File: src/rtl/alu_ctrl_pkg.sv
// Shared constants, opcode encodings and sequencer state encoding for alu_ctrl_seq.
// ALU_CTRL_SEQ_MULDIV_EN adds the MUL/DIV opcodes and the extra T6 state.
package alu_ctrl_pkg;

    localparam int unsigned OPC_W     = 5;
    localparam int unsigned REG_IDX_W = 4;

    // Field offsets measured down from the instruction MSB
    localparam int unsigned RA_OFS    = OPC_W;
    localparam int unsigned RB_OFS    = OPC_W + REG_IDX_W;
    localparam int unsigned RC_OFS    = OPC_W + 2 * REG_IDX_W;
    localparam int unsigned FIELDS_W  = OPC_W + 3 * REG_IDX_W;

    localparam logic [OPC_W-1:0] OP_ADD = 5'b00000;
    localparam logic [OPC_W-1:0] OP_SUB = 5'b00001;
    localparam logic [OPC_W-1:0] OP_AND = 5'b00010;
    localparam logic [OPC_W-1:0] OP_OR  = 5'b00011;
    localparam logic [OPC_W-1:0] OP_SHR = 5'b00100;
    localparam logic [OPC_W-1:0] OP_SHL = 5'b00101;
    localparam logic [OPC_W-1:0] OP_ROR = 5'b00110;
    localparam logic [OPC_W-1:0] OP_ROL = 5'b00111;
    localparam logic [OPC_W-1:0] OP_MUL = 5'b01111;
    localparam logic [OPC_W-1:0] OP_DIV = 5'b10000;

    typedef enum logic [3:0] {
        ST_IDLE,
        ST_T0,
        ST_T1,
        ST_T2,
        ST_T3,
        ST_T4,
        ST_T5,
        ST_ILL
`ifdef ALU_CTRL_SEQ_MULDIV_EN
        ,
        ST_T6
`endif
    } state_e;

    function automatic logic is_muldiv(input logic [OPC_W-1:0] opc);
        return (opc == OP_MUL) || (opc == OP_DIV);
    endfunction

    function automatic logic is_legal_op(input logic [OPC_W-1:0] opc);
        logic legal;
        legal = (opc[OPC_W-1:3] == 2'b00);
`ifdef ALU_CTRL_SEQ_MULDIV_EN
        legal = legal || is_muldiv(opc);
`endif
        return legal;
    endfunction

endpackage

File: src/rtl/reg_onehot_dec.sv
// Register index to one-hot enable decoder; all zero when disabled or index out of range.
module reg_onehot_dec
    import alu_ctrl_pkg::*;
#(
    parameter int unsigned NUM_REGS = 16
) (
    input  logic [REG_IDX_W-1:0] idx,
    input  logic                 en,
    output logic [NUM_REGS-1:0]  onehot
);

    always_comb begin
        onehot = '0;
        for (int unsigned i = 0; i < NUM_REGS; i++) begin
            onehot[i] = en && (32'(idx) == i);
        end
    end

endmodule

File: src/rtl/alu_ctrl_seq.sv
// Moore control sequencer driving datapath strobes for a fetch / 3-operand ALU instruction.
// Define ALU_CTRL_SEQ_MULDIV_EN to enable MUL/DIV with the two-cycle LO/HI writeback (T5/T6).
module alu_ctrl_seq
    import alu_ctrl_pkg::*;
#(
    parameter int unsigned NUM_REGS = 16,
    parameter int unsigned INSTR_W  = 32
) (
    input  logic                Clock,
    input  logic                Reset,
    input  logic                Run,
    input  logic                MemReady,
    input  logic [INSTR_W-1:0]  IR,
    output logic                PCout,
    output logic                Zlowout,
    output logic                Zhighout,
    output logic                MDRout,
    output logic                MARin,
    output logic                Zin,
    output logic                PCin,
    output logic                MDRin,
    output logic                IRin,
    output logic                Yin,
    output logic                IncPC,
    output logic                Read,
    output logic                LOin,
    output logic                HIin,
    output logic                Busy,
    output logic                Done,
    output logic                IllegalOp,
    output logic [NUM_REGS-1:0] Rin,
    output logic [NUM_REGS-1:0] Rout,
    output logic [OPC_W-1:0]    AluOp
);

    state_e state_q, state_d;
    logic   t1_wait_q, t1_wait_d;

    logic [OPC_W-1:0]     opc_c;
    logic [REG_IDX_W-1:0] ra_c, rb_c, rc_c;
    logic [REG_IDX_W-1:0] rout_idx_c;
    logic                 rout_en_c, rin_en_c;
    logic                 legal_c, muldiv_c;

    assign opc_c = IR[INSTR_W-1 -: OPC_W];
    assign ra_c  = IR[INSTR_W-1-RA_OFS -: REG_IDX_W];
    assign rb_c  = IR[INSTR_W-1-RB_OFS -: REG_IDX_W];
    assign rc_c  = IR[INSTR_W-1-RC_OFS -: REG_IDX_W];

    generate
        if (INSTR_W > FIELDS_W) begin : g_spare
            logic unused_ir_c;
            assign unused_ir_c = ^IR[INSTR_W-FIELDS_W-1:0];
        end
    endgenerate

`ifdef ALU_CTRL_SEQ_MULDIV_EN
    assign muldiv_c = is_muldiv(opc_c);
`else
    assign muldiv_c = 1'b0;
`endif

    // Opcode and every register index must be valid before operand steps begin
    assign legal_c = is_legal_op(opc_c)
                  && (32'(ra_c) < NUM_REGS)
                  && (32'(rb_c) < NUM_REGS)
                  && (32'(rc_c) < NUM_REGS);

    always_ff @(posedge Clock) begin
        if (Reset) begin
            state_q   <= ST_IDLE;
            t1_wait_q <= 1'b0;
        end else begin
            state_q   <= state_d;
            t1_wait_q <= t1_wait_d;
        end
    end

    // Next-state and Moore output decode
    always_comb begin
        state_d    = state_q;
        t1_wait_d  = 1'b0;
        PCout      = 1'b0;
        Zlowout    = 1'b0;
        Zhighout   = 1'b0;
        MDRout     = 1'b0;
        MARin      = 1'b0;
        Zin        = 1'b0;
        PCin       = 1'b0;
        MDRin      = 1'b0;
        IRin       = 1'b0;
        Yin        = 1'b0;
        IncPC      = 1'b0;
        Read       = 1'b0;
        LOin       = 1'b0;
        HIin       = 1'b0;
        Done       = 1'b0;
        IllegalOp  = 1'b0;
        AluOp      = '0;
        rout_en_c  = 1'b0;
        rout_idx_c = rb_c;
        rin_en_c   = 1'b0;
        Busy       = (state_q != ST_IDLE);

        case (state_q)
            ST_IDLE: begin
                if (Run) state_d = ST_T0;
            end
            ST_T0: begin
                PCout   = 1'b1;
                MARin   = 1'b1;
                IncPC   = 1'b1;
                Zin     = 1'b1;
                state_d = ST_T1;
            end
            ST_T1: begin
                Zlowout = 1'b1;
                Read    = 1'b1;
                MDRin   = 1'b1;
                // PC load only once even while memory stalls
                PCin    = !t1_wait_q;
                if (MemReady) begin
                    state_d = ST_T2;
                end else begin
                    t1_wait_d = 1'b1;
                end
            end
            ST_T2: begin
                MDRout  = 1'b1;
                IRin    = 1'b1;
                state_d = legal_c ? ST_T3 : ST_ILL;
            end
            ST_T3: begin
                rout_en_c  = 1'b1;
                rout_idx_c = rb_c;
                Yin        = 1'b1;
                state_d    = ST_T4;
            end
            ST_T4: begin
                rout_en_c  = 1'b1;
                rout_idx_c = rc_c;
                Zin        = 1'b1;
                AluOp      = opc_c;
                state_d    = ST_T5;
            end
            ST_T5: begin
                Zlowout = 1'b1;
`ifdef ALU_CTRL_SEQ_MULDIV_EN
                if (muldiv_c) begin
                    LOin    = 1'b1;
                    state_d = ST_T6;
                end else begin
                    rin_en_c = 1'b1;
                    Done     = 1'b1;
                    state_d  = Run ? ST_T0 : ST_IDLE;
                end
`else
                rin_en_c = !muldiv_c;
                Done     = 1'b1;
                state_d  = Run ? ST_T0 : ST_IDLE;
`endif
            end
`ifdef ALU_CTRL_SEQ_MULDIV_EN
            ST_T6: begin
                Zhighout = 1'b1;
                HIin     = 1'b1;
                Done     = 1'b1;
                state_d  = Run ? ST_T0 : ST_IDLE;
            end
`endif
            ST_ILL: begin
                IllegalOp = 1'b1;
                state_d   = Run ? ST_T0 : ST_IDLE;
            end
            default: begin
                state_d = ST_IDLE;
            end
        endcase
    end

    reg_onehot_dec #(
        .NUM_REGS (NUM_REGS)
    ) u_rin_dec (
        .idx    (ra_c),
        .en     (rin_en_c),
        .onehot (Rin)
    );

    reg_onehot_dec #(
        .NUM_REGS (NUM_REGS)
    ) u_rout_dec (
        .idx    (rout_idx_c),
        .en     (rout_en_c),
        .onehot (Rout)
    );

endmodule
File: config.mk
export PLATFORM = sky130hd
export DESIGN_NAME = alu_ctrl_seq
export DESIGN_NICKNAME = d
export VERILOG_FILES = /design/src/rtl/alu_ctrl_pkg.sv /design/src/rtl/reg_onehot_dec.sv /design/src/rtl/alu_ctrl_seq.sv
export SDC_FILE = /design/constraint.sdc
export NUM_CORES = 1
export LEC_CHECK = 0
export CORE_MARGIN = 5
export CORE_UTILIZATION = 23
export CTS_BUF_LIST = sky130_fd_sc_hd__clkbuf_8
export CTS_CLUSTER_SIZE = 14
export DETAILED_ROUTE_END_ITERATION = 8
export GPL_TIMING_DRIVEN = 0
export HOLD_SLACK_MARGIN = 0.02
export PLACE_DENSITY = 0.78
export SKIP_LAST_GASP = 1
export SYNTH_ARGS = -nofsm -noshare
export SYNTH_HDL_FRONTEND = slang
export SYNTH_SLANG_ARGS = --single-unit
File: constraint.sdc
create_clock -name Clock -period 1.5 [get_ports Clock]
set_input_delay 0.375 -clock Clock [delete_from_list [all_inputs] [get_ports Clock]]
set_output_delay 0.375 -clock Clock [all_outputs]
set_load 0.05 [all_outputs]
### Word-level counts from Yosys, hierarchy flattened

Index checks and enable logic that the tools add are counted.

| storage, ports and cells | value |
|---|---|
| bits in registers | 5 |
| output and inout port bits | 54 |
| input bits | 36 |

| cells by class | value |
|---|---|
| multiplexer cells | 18 |
| eq/ne operators | 39 |
| reductions and logical operators | 44 |
| bitwise gates (word level) | 1 |

Operators with widths:

| cell | number |
|---|---|
| equality test 4 bit (second input constant) | 16 |
| equality test 4 x 3 -> 1 bit (second input constant) | 12 |
| logical AND 1 bit | 32 |
| case mux 4 bit (7 select lines) | 1 |
| equality test 4 x 2 -> 1 bit (second input constant) | 6 |
| equality test 4 x 1 -> 1 bit (second input constant) | 3 |
| zero test 4 bit | 3 |
| two-way mux 1 bit | 12 |
| two-way mux 4 bit | 3 |
| OR reduction 2 bit | 5 |
| two-way mux 5 bit | 1 |
| != test 2 bit (second input constant) | 2 |
| nonzero test 4 bit | 1 |
| zero test 2 bit | 1 |
| two-way mux 2 bit | 1 |
| AND reduction 2 bit | 1 |
| zero test 1 bit | 1 |
| inverter 1 bit | 1 |

### Longest topological paths before layout

| depth | value |
|---|---|
| depth in word-level cells | 4 |
| gate-level depth with buffers | 5 |

### Hierarchy

Synthesis repeated with hierarchy kept, for this count alone.

| second synthesis, totals | value |
|---|---|
| cells, all modules | 96 |
| area total of the unflattened synthesis | 654.4 um^2 |

Modules (own cells, without submodules):

| module | cells each | times used | area an instance (um^2) |
|---|---|---|---|
| alu_ctrl_seq | 50 | 1 | 419.2 |
| reg_onehot_dec | 23 | 2 | 117.6 |

### Worst setup path before layout

No wires, ideal clock.

| timing | value |
|---|---|
| path type | register to output |
| start | register state_q[0] |
| end | output MARin |
| arrival | 2.213 ns |
| cell stages (with the launch flop) | 5 |
| setup slack | -1.088 ns |
| cells stage by stage | dfxtp_1 > buf_2 > nor2b_1 > and2_1 > buf_4 |

| on the way | value |
|---|---|
| longest elaborated chain between the ends | 2 |

RTL lines:

| what | line | RTL |
|---|---|---|
| start: declaration | alu_ctrl_seq.sv:36 | `state_e state_q, state_d;` |
| start signal: assignment | alu_ctrl_seq.sv:74 | `state_q <= state_d;` |
| equality test 4 x 1 -> 1 bit | n/a |  |
| two-way mux 1 bit | n/a |  |
| end: declaration | alu_ctrl_seq.sv:18 | `output logic MARin,` |

No other way between the ends.

### Final worst setup path

| timing | value |
|---|---|
| start | register state_q[0] |
| end | output Rin[4] |

| on the way | value |
|---|---|
| longest elaborated chain between the ends | 3 |

RTL lines:

| what | line | RTL |
|---|---|---|
| equality test 4 x 3 -> 1 bit | alu_ctrl_seq.sv:105 | `case (state_q)` |
| two-way mux 1 bit | alu_ctrl_seq.sv:105 |  |
| logical AND 1 bit | reg_onehot_dec.sv:15 | `onehot[i] = en && (32'(idx) == i);` |
| end: declaration | alu_ctrl_seq.sv:31 | `output logic [NUM_REGS-1:0] Rin,` |

No other way between the ends.

==> results.txt <==
Final Setup Violations: 51
Detailed-routed wire length on met3: 367 um
Violated checks: negative setup slack
Path category of the worst min-delay check: reg -> reg
Buffering stage count on the worst path with inverters included: 3
Required time of the critical path: 1120 ps
Post-synth ARST share: 0%
Peak per-stage delay on the critical path: 410 ps
Peak supply drop: 0.651 mV
Antenna diodes: 0
Pins Over Slew Limit: 0
Clock buffers created by TritonCTS: 3
Clock insertion delay at the later pin of the skew report: 230 ps
Half-perimeter wire length after placement: 2.54 mm
Growth of design area from synthesis to finish: 274%
CTS HTree Levels: 1
Total Routing Usage GR: 18.0%
Cell Rows: 19
Static Leakage: 0.00105 uW
Leading cell types in the layout, fill and taps excluded: buf_6 (33), buf_8 (33), nor2_4 (26)
Final net count: 251
Top cell family by delay on the critical path: simple AND/OR/NAND/NOR gates
Share of layout cells above drive strength 1: 81.7%
Core Region: 0.00278 mm2
Synthesis Warnings: 0
Max stage delay cell, worst path: or3b_4
Iter 0 DRT Violations: 42
Vias in the first global route: 1,203
Synth Area per Inst: 6.40 um2
Initial core utilization: 24.4%
First-pass GRT wire length: 5.91 mm
Via-per-instance ratio: 4.99
Unrepaired setup endpoints after global routing: true
Min Clock Period, post-route: 2090 ps
Hold buffer count at cts: 0
Dominant register cell in the synthesized netlist: dfxtp_1
Number of buffers on the longest clock path: 2
Maximum achievable frequency: 478 MHz
CP endpoint kind: output port
Detailed-routing iteration count for the pre-antenna-repair pass: 4
Sum of met2 wire segment lengths after detailed routing: 2.48 mm
Final worst setup slack: -593 ps
Wire length per cell: 18.6 um
Overflow left after global routing: 0
Post-synthesis instance area: 678 um2
Die ar.: 0.00413 mm2
Number of top-level pins: 90
Maximum clock skew at final layout: 4.37 ps
Number of flops mapped to enable cells by yosys: 0
Result of the run: finished, violations left
Count of max-cap constraint violations: 0
Number of clock sinks: 4
TritonCTS clock tree: done
Gpl congestion: 0.760
Top Metal Used: met4
Port buffer count: 71
Flop and latch count out of synthesis: 4
Worst EP arrival: 1720 ps
Residual DRC count: 0
Post-Route WL: 4.55 mm
Startpoint type of the worst setup path: flop
Die width: 64.3 um
Gate count after technology mapping: 106
Via total after detailed routing: 1,217
Cell type with the highest occurrence count on the critical path: buf_6
Clock slew at the register clock pins of the worst setup and hold paths: 40 ps
Residual antenna-violating net count after detailed routing: 0
M1 wire length: 1.62 mm
Crit path max fanout: 5
Power Dens Cells: 514 mW/mm2
Final clock period utilization by the worst path: 140%
Type of the worst setup path: reg -> out
Clock root buffer: clkbuf_8
Initial antenna violation count: 0
Synth unique cells: 25
Worst setup slack before clock tree synthesis: -1250 ps
Cell chain of the critical path: and3b_1 -> buf_6 -> or3b_4 -> buf_4 -> nor2_4 -> buf_6
Pin count of the biggest net entering global routing: 8
Core Util, Final: 91.2%
Sequential-to-total area share from yosys stat: 11.8%
Sum of negative setup slack: -19,010 ps
Die Y-Extent: 64.3 um
Final Hold Fails: 0
==> layout make-up <==
| type | instances | area [um2] |
|---|---|---|
| Timing Repair Buffer | 103 | 1240 |
| Buffer | 11 | 129 |
| Clock buffer | 3 | 41.3 |
| Tap cell | 31 | 38.8 |
| Fill cell | 109 | 244 |
| Sequential cell | 4 | 88.8 |
| Inverter | 2 | 15.0 |
| Multi-Input combinational cell | 90 | 981 |
==> state kept, by name, summed over array words and instances, names as in the netlist <==
| name | count |
|---|---|
| state_q | 3 |
| t1_wait_q | 1 |
==> Yosys cell counts, drive strengths merged (2+ instances only) <==
master | number | area (um2)
and2 | 6 | 37.5
and3b | 2 | 17.5
buf | 12 | 82.6
dfxtp | 4 | 80.1
inv | 2 | 7.51
mux2 | 4 | 48.8
mux2i | 5 | 50.1
nand2 | 5 | 18.8
nand2b | 2 | 12.5
nand3 | 5 | 25.0
nand3b | 3 | 22.5
nor2 | 34 | 128
nor2b | 7 | 43.8
nor3 | 6 | 35.0
o31ai | 2 | 15.0
or3b | 2 | 20.0
==> final timing paths <==
check / slack (ps) / cells after the start / end / startpoint
setup / recovery: -590 / 6 / Rin[4] / state_q[0]
hold / removal: 730 / 4 / state_q[0] / state_q[2]
setup reg to reg: 20 / 7 / state_q[0] / state_q[0]
hold reg to reg: 730 / 4 / state_q[0] / state_q[2]
==> stage by stage <==
step | instances | instance area [um2] | power [uW] | hold WS (ps)
3_3_place_gp | 210 | 1810 | 763 | 621
5_1_grt | 244 | 2540 | 1350 | 757
4_1_cts | 232 | 2180 | 1200 | 721
6_report | 244 | 2540 | 1300 | 729
3_5_place_dp | 210 | 1810 | 774 | 639
2_1_floorplan | 108 | 1060 | 582 | 440
==> what timing repair did <==
item / in CTS / in global routing
pin swaps: 12 / 27
resized for setup: 380 / 82
buffers inserted: 18 / 14
endpoints found under the setup margin: 51 / 51
gates cloned: 2 / 0
==> tightest hold or removal path, delay by kind of cell (launching register included) <==
family	cells	cell delay [ps]
and+or+nand+nor	1	80
AOI/OAI and AO/OA	2	140
DFF	1	340
buffers and inverters	1	120
==> power by group <==
group	internal, uW	switching (uW)
Sequential	119	8.15
Clock	173	73.1
Combinational	454	477
Total	746	558
==> routing by layer <==
metal  global-route usage, %  vias up
li1                        -      565
met1                    18.2      582
met2                    33.8       64
met3                    5.08        6
met4                    7.63        0
met5                       0        -
==> cell families (layout without fill, tap and decap cells) <==
logic type,after synthesis,count (layout),synth area share [%]
AO/OA/AOI/OAI,5,5,5.72
buffers and inverters,14,119,13.3
multiplexers,9,9,14.6
flip-flops,4,4,11.8
AND/OR/NAND/NOR,73,73,54.1
other,1,3,0.553
No activity file was read; power rests on OpenSTA's default activity.
